[config.mk]
export PLATFORM = sky130hd
export DESIGN_NAME = cpu_mem_sequencer
export DESIGN_NICKNAME = d
export VERILOG_FILES = /design/src/rtl/cpu_ctrl_pkg.sv /design/src/rtl/mem_wait_timer.sv /design/src/rtl/cpu_mem_sequencer.sv
export SDC_FILE = /design/constraint.sdc
export NUM_CORES = 1
export LEC_CHECK = 0
export ABC_AREA = 1
export CORE_MARGIN = 2
export CORE_UTILIZATION = 50
export DETAILED_ROUTE_END_ITERATION = 10
export GPL_TIMING_DRIVEN = 0
export PLACE_DENSITY = 0.81
export SLEW_MARGIN = 0
export SYNTH_ARGS = -nofsm -noshare
export SYNTH_HDL_FRONTEND = slang
export SYNTH_HIERARCHICAL = 1
export SYNTH_SLANG_ARGS = --single-unit
[constraint.sdc]
create_clock -name CLK -period 4.1 [get_ports CLK]
set_input_delay 0.615 -clock CLK [delete_from_list [all_inputs] [get_ports CLK]]
set_output_delay 0.615 -clock CLK [all_outputs]
set_load 0.1 [all_outputs]
[src/rtl/cpu_ctrl_pkg.sv]
// cpu_ctrl_pkg: sequencer state encoding, MAR/MDR source selects, RW polarity and default memory-wait timeout
package cpu_ctrl_pkg;
  typedef enum logic [3:0] {
    S_IDLE, S_F_ADDR, S_F_WAIT, S_DECODE, S_EXEC, S_M_ADDR, S_M_WAIT, S_WBACK, S_ERROR
  } state_e;
  localparam logic MAR_PC      = 1'b0;
  localparam logic MAR_ALU     = 1'b1;
  localparam logic MDR_MEM     = 1'b0;
  localparam logic MDR_RF      = 1'b1;
  localparam logic RW_READ     = 1'b1;
  localparam logic RW_WRITE    = 1'b0;
  localparam int   TIMEOUT_DEF = 15;
endpackage

[src/rtl/mem_wait_timer.sv]
// mem_wait_timer: 8-bit wait counter (clk, rst, clr, en in; expired out, high during the LIMIT-th counted wait cycle)
module mem_wait_timer #(
  parameter int LIMIT = 15
) (
  input  logic clk,
  input  logic rst,
  input  logic clr,
  input  logic en,
  output logic expired
);
  localparam logic [7:0] LAST = 8'(LIMIT - 1);
  logic [7:0] cnt_q, cnt_d;
  always_comb cnt_d = clr ? 8'd0 : en ? cnt_q + 8'd1 : cnt_q;
  always_ff @(posedge clk) begin
    if (rst) cnt_q <= 8'd0;
    else cnt_q <= cnt_d;
  end
  assign expired = cnt_q == LAST;
endmodule

[src/rtl/cpu_mem_sequencer.sv]
// cpu_mem_sequencer: fetch/execute FSM (CLK, RST, start, decoder flags, MOC in; MFA/RW handshake, register load enables, selects, pc_inc, rf_we, busy, err out)
module cpu_mem_sequencer
  import cpu_ctrl_pkg::*;
#(
  parameter int TIMEOUT = TIMEOUT_DEF
) (
  input  logic CLK,
  input  logic RST,
  input  logic start,
  input  logic is_load,
  input  logic is_store,
  input  logic cond_pass,
  input  logic s_bit,
  input  logic MOC,
  output logic MFA,
  output logic RW,
  output logic IRLd,
  output logic MARLd,
  output logic MDRLd,
  output logic FDRLd,
  output logic mar_sel,
  output logic mdr_sel,
  output logic pc_inc,
  output logic rf_we,
  output logic busy,
  output logic err
);
  state_e state_q, state_d, nxt;
  logic op_is_load_q, op_is_load_d, expired, in_wait;
  assign in_wait = state_q == S_F_WAIT || state_q == S_M_WAIT;
  assign nxt = start ? S_F_ADDR : S_IDLE;
  mem_wait_timer #(.LIMIT(TIMEOUT)) u_timer (
    .clk(CLK),
    .rst(RST),
    .clr(state_q == S_F_ADDR || state_q == S_M_ADDR),
    .en(in_wait && !MOC),
    .expired(expired)
  );
  always_comb begin
    state_d = state_q;
    op_is_load_d = op_is_load_q;
    unique case (state_q)
      S_IDLE:   state_d = nxt;
      S_F_ADDR: state_d = S_F_WAIT;
      S_F_WAIT: state_d = MOC ? S_DECODE : expired ? S_ERROR : S_F_WAIT;
      S_DECODE: begin
        op_is_load_d = is_load;
        state_d = !cond_pass ? nxt : (is_load || is_store) ? S_M_ADDR : S_EXEC;
      end
      S_EXEC, S_WBACK: state_d = nxt;
      S_M_ADDR: state_d = S_M_WAIT;
      S_M_WAIT: state_d = MOC ? (op_is_load_q ? S_WBACK : nxt) : expired ? S_ERROR : S_M_WAIT;
      default:  state_d = S_ERROR;
    endcase
  end
  always_ff @(posedge CLK) begin
    if (RST) begin
      state_q <= S_IDLE;
      op_is_load_q <= 1'b0;
    end else begin
      state_q <= state_d;
      op_is_load_q <= op_is_load_d;
    end
  end
  assign MFA     = in_wait;
  assign RW      = (state_q == S_F_WAIT || (state_q == S_M_WAIT && op_is_load_q)) ? RW_READ : RW_WRITE;
  assign IRLd    = state_q == S_F_WAIT && MOC;
  assign pc_inc  = IRLd;
  assign MARLd   = state_q == S_F_ADDR || state_q == S_M_ADDR;
  assign mar_sel = state_q == S_M_ADDR ? MAR_ALU : MAR_PC;
  assign MDRLd   = (state_q == S_M_ADDR && !op_is_load_q) || (state_q == S_M_WAIT && MOC && op_is_load_q);
  assign mdr_sel = (state_q == S_M_ADDR && !op_is_load_q) ? MDR_RF : MDR_MEM;
  assign rf_we   = state_q == S_EXEC || state_q == S_WBACK;
  assign FDRLd   = state_q == S_EXEC && s_bit;
  assign busy    = state_q != S_IDLE && state_q != S_ERROR;
  assign err     = state_q == S_ERROR;
endmodule

---- Yosys cells after proc, flatten, opt, wreduce, memory -nomap -nowiden ----
Index checks and enable logic that the tools add are counted.
operators by class
  reductions and logical operators ........ 20
  add/sub/neg operators ................... 1
  mux-type cells .......................... 12
  equal/unequal tests ..................... 10
operators by type and width
  kind                   number
  $pmux W4 S6            1
  $eq A4 B3 Y1 const B   4
  $mux W4                4
  $add A8 B1 Y8 const B  1
  $eq A4 B2 Y1 const B   2
  $eq A8 B4 Y1 const B   1
  $logic_and A1 B1 Y1    8
  $logic_or A1 B1 Y1     6
  $mux W3                2
  $mux W1                5
  $eq A4 B1 Y1 const B   1
  $eq A4 B4 Y1 const B   1
  $logic_not A4 Y1       1
  $ne A4 B4 Y1 const B   1
  $reduce_bool A4 Y1     1
  $reduce_or A3 Y1       1
  $logic_not A1 Y1       2
  $reduce_or A2 Y1       1
storage, ports and cells
  register bits after elaboration ......... 13
  word-level logic and storage cells ...... 46
  input port bits ......................... 8

---- Longest topological paths before layout ----
  depth in word-level cells ............... 4
  gate-level depth with buffers ........... 11
  depth with buffers taken out ............ 11

---- Cells and area by module ----
Netlist, hierarchy kept.
modules (own cells, without submodules)
  module             times used  area an instance (um^2)  cells an instance  sequential area each (um^2)
  cpu_mem_sequencer  1           390.4                    72                 100.1
  mem_wait_timer     1           389.1                    56                 160.2

---- Worst setup path before layout ----
Ideal clock, no wire load.
  kind .................................... flip-flop to output port
  from .................................... reg state_q[1]
  to ...................................... out err
  buffers on the path ..................... 0
  arrival ................................. 2591 ps
  path slack .............................. 894 ps
  cell stages (with the launch flop) ...... 4
  cell sequence ........................... dfxtp_1 > nor2_1 > nand2_1 > nor2_1
on the way
  cells in the longest elaborated chain, start to end .. 1
ends and longest elaborated chain
  what                      RTL line                 source
  start: declaration        cpu_mem_sequencer.sv:28  state_e state_q, state_d, nxt;
  start signal: assignment  cpu_mem_sequencer.sv:61  state_q <= state_d;
  $eq A4 B4 Y1              cpu_mem_sequencer.sv:76  assign err = state_q == S_ERROR;
  end: declaration          cpu_mem_sequencer.sv:26  output logic err
No other way between the ends.

---- Worst setup path in the final report ----
  from .................................... in MOC
  to ...................................... out pc_inc
on the way
  cells in the longest elaborated chain, start to end .. 1
ends and longest elaborated chain
  what                 RTL line                 source
  start: declaration   cpu_mem_sequencer.sv:14  input logic MOC,
  $logic_and A1 B1 Y1  cpu_mem_sequencer.sv:67  assign IRLd = state_q == S_F_WAIT && MOC;
  end: declaration     cpu_mem_sequencer.sv:23  output logic pc_inc,
No other way between the ends.

==> reports/qor.txt <==
status - completed
fin area - 1020 sq um
leading area contributor after synthesis - dfxtp_1
Die Area - 1890 sq um
Resized cells post-CTS - 0
largest net degree at the start of global routing - 9
number of cells on the critical path - 5
Post-synth EDFFs - 0
Max Cap Viol - 0
leakage - 0.000487 uW
hold buffer count at cts - 0
Final Hold Vio Count - 0
met1 wire length - 839 um
Worst Path Arrival - 2.64 ns
Synth top area share - 0.334
fin cells - 167
Max FO, Critical Path - 4
Setup Viol. Count Final - 0
DRT Wirelength - 1670 um
post-route worst setup slack - 0.848 ns
critical-path cell list - clkdlybuf4s50_1 > inv_2 > nor2_1 > buf_4 > clkdlybuf4s50_1
Core Area - 1490 sq um
routed len/inst - 9.99 um
Min-Delay Path Class - reg2reg
crit path time final - 3.25 ns
Least-Margin Pin Slew - 0.975 ns
Clk pin slew, worst setup/hold paths - 0.08 ns
Synth Flop Type - dfxtp_1
crit-path max cell delay - 1.11 ns
Initial Util - 0.524
dpl cell area - 990 sq um
ys async rst share - 0
Area Overhead vs Synth - 30.3%
uppermost routed layer - met3
Crit-path slowest cell - clkdlybuf4s50_1
overall power - 302 uW
most frequent cell after synthesis - nand2_1
FF+latch count, synth - 13
WP buf/inv - 4
antenna cell count - 0
initial antenna violation count - 0
CTS tree - built
FF-to-FF path depth - 7
f_max - 308 MHz
number of global-route vias before repair - 722
chip height - 43.5 um
Placer Congestion - 0.829
Critical Path End Type - primary output
worst r2r src - state_q[1]$_SDFF_PP0_
share of cells above drive strength 1 - 0.106
Core Rows - 14
clk sinks - 13
syn_nets - 138
Syn Area/Cell - 6.09 sq um
most used cell along the critical path - clkdlybuf4s50_1
Final period util - 0.793
DR vias - 823
reg2reg setup slack - 2.35 ns
Worst Skew - 0.00217 ns
drt pass-1 iters - 4
first-pass GRT wire length - 3040 um
WS Path Type - in2out
Yosys warning total - 6
dpl ws - 0.861 ns
TNS Setup - 0 ns
CTS buffer count - 3
Critical Path End - pc_inc
chip width - 43.5 um
Slew HR - 0.348
number of remaining DRC errors - 0
# IOs - 20
nets@finish - 162
Worst EP required - 3.48 ns
Peak supply drop - 0.193 mV
RSZ-0062 raised after global routing - false
Overall Global Routing Usage - 0.215
vias per inst - 4.93
global route overflow - 0
clk buf depth - 2
post-CTS setup buffers - 0
Mapped Area - 779 sq um
root buffer cell - clkbuf_4
Final Max Slew Viols - 0
DR WL met3 - 88 um
DP Cell Count - 163
synth top area cells - dfxtp_1 (33%), nand2_1 (15%), nor2_1 (11%)
clock latency on the worst-skew pair - 0.27 ns
DR WL met2 - 741 um
Seq/Total Area, Yosys - 0.334
Power Density - 298 nW/um^2
H-tree depth - 1
cell family with most CP delay - buffers and inverters
RR Endpoint - u_timer/cnt_q[7]$_SDFFE_PP0P_
Mapped Cells - 128
crit path launch - MOC
Initial DRC Count - 34
IO buf count - 19
Synth cell types - 19
Commonest cells post-synth - nand2_1 (31), nor2_1 (22), inv_1 (17), dfxtp_1 (13), nand3_1 (11)
Worst setup SP type - input port
DRT antenna net count - 0
detailed placement HPWL - 1340 um
==> cells in the final DEF (no fill, tap or decap), drive strengths merged <==
cell type	count
dfxtp	13
o21a	1
inv	21
nand2	34
nor4	1
nand3	11
a21oi	9
buf	2
o22ai	1
o21ai	5
nor2	26
ha	2
nor3	2
clkbuf	4
clkdlybuf4s50	19
==> cell families (layout without fill, tap and decap cells) <==
| group | Yosys count | in the layout | share of synthesized area |
|---|---|---|---|
| buf+inv | 23 | 46 | 0.117 |
| fa+ha+maj | 2 | 2 | 0.0321 |
| compound gates | 16 | 16 | 0.108 |
| flops | 13 | 13 | 0.334 |
| simple gates | 74 | 74 | 0.409 |
==> per-layer routing <==
layer,track usage,vias to the layer above
met1,0.288,358
met2,0.334,22
met4,0.0727,0
met5,0,-
li1,-,443
met3,0.0625,0
==> worst reg2reg max path, stage by stage, from the launching register on <==
cell and delay, ns:
dfxtp_1 0.43, nand2_2 0.13, nor3_1 0.51, nand2_1 0.19, nor2_4 0.19, nand3_1 0.09
nand2_1 0.07, nor2_1 0.04
==> worst min path at each step <==
stage	slack, ns	to	start	depth (start not counted)
global route	0.57	u_timer/cnt_q[7]$_SDFFE_PP0P_	u_timer/cnt_q[7]$_SDFFE_PP0P_	2
global placement	0.50	u_timer/cnt_q[0]$_SDFFE_PP0P_	u_timer/cnt_q[0]$_SDFFE_PP0P_	1
CTS	0.53	u_timer/cnt_q[7]$_SDFFE_PP0P_	u_timer/cnt_q[7]$_SDFFE_PP0P_	2
finish	0.52	u_timer/cnt_q[0]$_SDFFE_PP0P_	u_timer/cnt_q[0]$_SDFFE_PP0P_	1
floorplan	0.47	u_timer/cnt_q[7]$_SDFFE_PP0P_	u_timer/cnt_q[7]$_SDFFE_PP0P_	2
detailed placement	0.51	u_timer/cnt_q[7]$_SDFFE_PP0P_	u_timer/cnt_q[7]$_SDFFE_PP0P_	2
==> per-stage QoR <==
step / util / hold WS (ns)
final: 0.682 / 0.519
after global routing: 0.682 / 0.569
after CTS: 0.682 / 0.529
after detailed placement: 0.665 / 0.507
after global placement: 0.665 / 0.500
after floorplan: - / 0.474
==> flip-flops by register name, indices dropped and copies added, names as in the netlist <==
signal	count
state_q	4
u_timer/cnt_q	8
op_is_load_q	1
==> cell type report <==
| class | count | area [sq um] |
|---|---|---|
| buffer | 2 | 12.5 |
| clock buffer | 4 | 26.3 |
| fill | 132 | 473 |
| inverter | 21 | 78.8 |
| multi-input combinational | 92 | 428 |
| sequential | 13 | 260 |
| tap | 16 | 20.0 |
| timing repair buffer | 19 | 190 |
==> power breakdown <==
| group | internal (uW) | total, uW | leakage, uW | switching, uW |
|---|---|---|---|---|
| Clock | 37.7 | 80.1 | 0.0000150 | 42.4 |
| Combinational | 24.9 | 88.6 | 0.000367 | 63.7 |
| Sequential | 129 | 134 | 0.000105 | 4.20 |
| Total | 192 | 302 | 0.000487 | 110 |
No activity file was read; power rests on OpenSTA's default activity.
==> patch: new RTL, same flow settings <==
The 9 states of `state_e` get a one-hot encoding in 9 bits.
--- a/src/rtl/cpu_ctrl_pkg.sv
+++ b/src/rtl/cpu_ctrl_pkg.sv
@@ -1,7 +1,7 @@
 // cpu_ctrl_pkg: sequencer state encoding, MAR/MDR source selects, RW polarity and default memory-wait timeout
 package cpu_ctrl_pkg;
-  typedef enum logic [3:0] {
-    S_IDLE, S_F_ADDR, S_F_WAIT, S_DECODE, S_EXEC, S_M_ADDR, S_M_WAIT, S_WBACK, S_ERROR
+  typedef enum logic [8:0] {
+    S_IDLE = 9'b000000001, S_F_ADDR = 9'b000000010, S_F_WAIT = 9'b000000100, S_DECODE = 9'b000001000, S_EXEC = 9'b000010000, S_M_ADDR = 9'b000100000, S_M_WAIT = 9'b001000000, S_WBACK = 9'b010000000, S_ERROR = 9'b100000000
   } state_e;
   localparam logic MAR_PC      = 1'b0;
   localparam logic MAR_ALU     = 1'b1;
Check against the original RTL: same outputs for any inputs over 10 cycles, from zero or initial values and one cycle with RST high; not proved beyond that.
==> patch against the original RTL <==
  * Sequential share of layout area is 1.1 points higher
  * Cell area up 33%
  * Global-route usage is 1.7 points lower
  * Count of clock-buffer cells in the layout unchanged
  * Total power up 16%
  * Sequential cell count is 5 higher
  * Routed wire length up 40%
  * Worst setup slack worse by 0.019 ns
  * Combinational power shrank 31%
  * Area after synthesis rose by 39%
  * Final cell count increased by 34%
==> patch: results <==
{
  "clk_pin_slew_ns": 0.10,
  "endpoint": "pc_inc",
  "synth_top_cells_by_count": "nor2_1 (39), nand2_1 (37), inv_1 (22)",
  "cp_max_fo": 5,
  "p_int_w": 0.000251,
  "synth_compound_area_share_pct": 9.68,
  "vdd_drop_max_v": 0.000207,
  "seq_power_share_pct": 51.4,
  "p_clk_w": 0.000109,
  "clk_latency_ns": 0.29,
  "synth_cell_types": 23,
  "power_leakage_nw": 0.625,
  "dpl_cell_area_um2": 1320,
  "num_antenna_cells": 0,
  "grt_first_pass_wirelength_um": 3970,
  "nets": 208,
  "routabilityCongestion": 0.841,
  "seq_area_frac_synth_pct": 33.2,
  "hp-start": "u_timer/cnt_q[6]",
  "worstReg2RegEnd": "u_timer/cnt_q[7]",
  "first_iter_violations": 30,
  "grt_pass1_vias": 1017,
  "largest_registers": "state_q x9, u_timer/cnt_q x8, op_is_load_q x1",
  "syn-num-nets": 184,
  "holdWs_ns": 0.521,
  "max_freq_ghz": 0.306,
  "cts_root_buffer": "clkbuf_4",
  "yosys-top-cells-area": "dfxtp_1 (33%), nor2_1 (13%), nand2_1 (13%)",
  "synth_fa_ha_area_share_pct": 2.30,
  "place_ws_ns": 0.835,
  "skew_ns": 0.00219,
  "r2r-start": "state_q[3]",
  "place.port_buffers": 19,
  "grt_max_degree": 11,
  "worstMarginPinSlew_ns": 0.970,
  "min_path_cells": 2,
  "drive_gt1_share_pct": 11.7,
  "dp_hpwl_um": 1900,
  "min_to": "u_timer/cnt_q[6]",
  "grtUsageTotal_pct": 19.8,
  "fill_cells": 182,
  "post_cts_buffers": 0,
  "avgRoutedWirePerCell_um": 10.4,
  "post_cts_resized": 0,
  "ff2ff_path_depth": 10,
  "cp_data_arrival_time_ns": 2.66,
  "synth_edf_count": 0,
  "yosysWarnings": 6,
  "ff2ff_setup_slack_ns": 2.25,
  "vias_per_cell": 5.03,
  "status": "completed"
}
==> patch: critical path, delay by kind of cell <==
kind / cells / cell delay [ns]
buffers and inverters: 4 / 1.88
and+or+nand+nor: 1 / 0.15
==> patch: per-layer routing <==
layer | GRT usage [%] | wire length (um) | up-vias
li1 | - | - | 589
met1 | 22.6 | 1000 | 521
met2 | 37.7 | 1260 | 15
met3 | 2.08 | 60 | 2
met4 | 6.76 | 9 | 0
met5 | 0 | 0 | -
==> patch: cell type report <==
type	count	area, um^2	area share (%)
clock buffers	4	36.3	2.69
repair buffers	19	190	14.1
inverters	24	90.1	6.67
multi-input cells	130	628	46.5
flip-flops and latches	18	360	26.7
well taps	27	33.8	2.50
plain buffers	2	12.5	0.926
==> patch: metrics by stage <==
stage	instances	power [W]
after floorplan	174	0.000226
after global placement	220	0.000243
after detailed placement	220	0.000245
after CTS	224	0.000354
after global routing	224	0.000366
final	224	0.000350
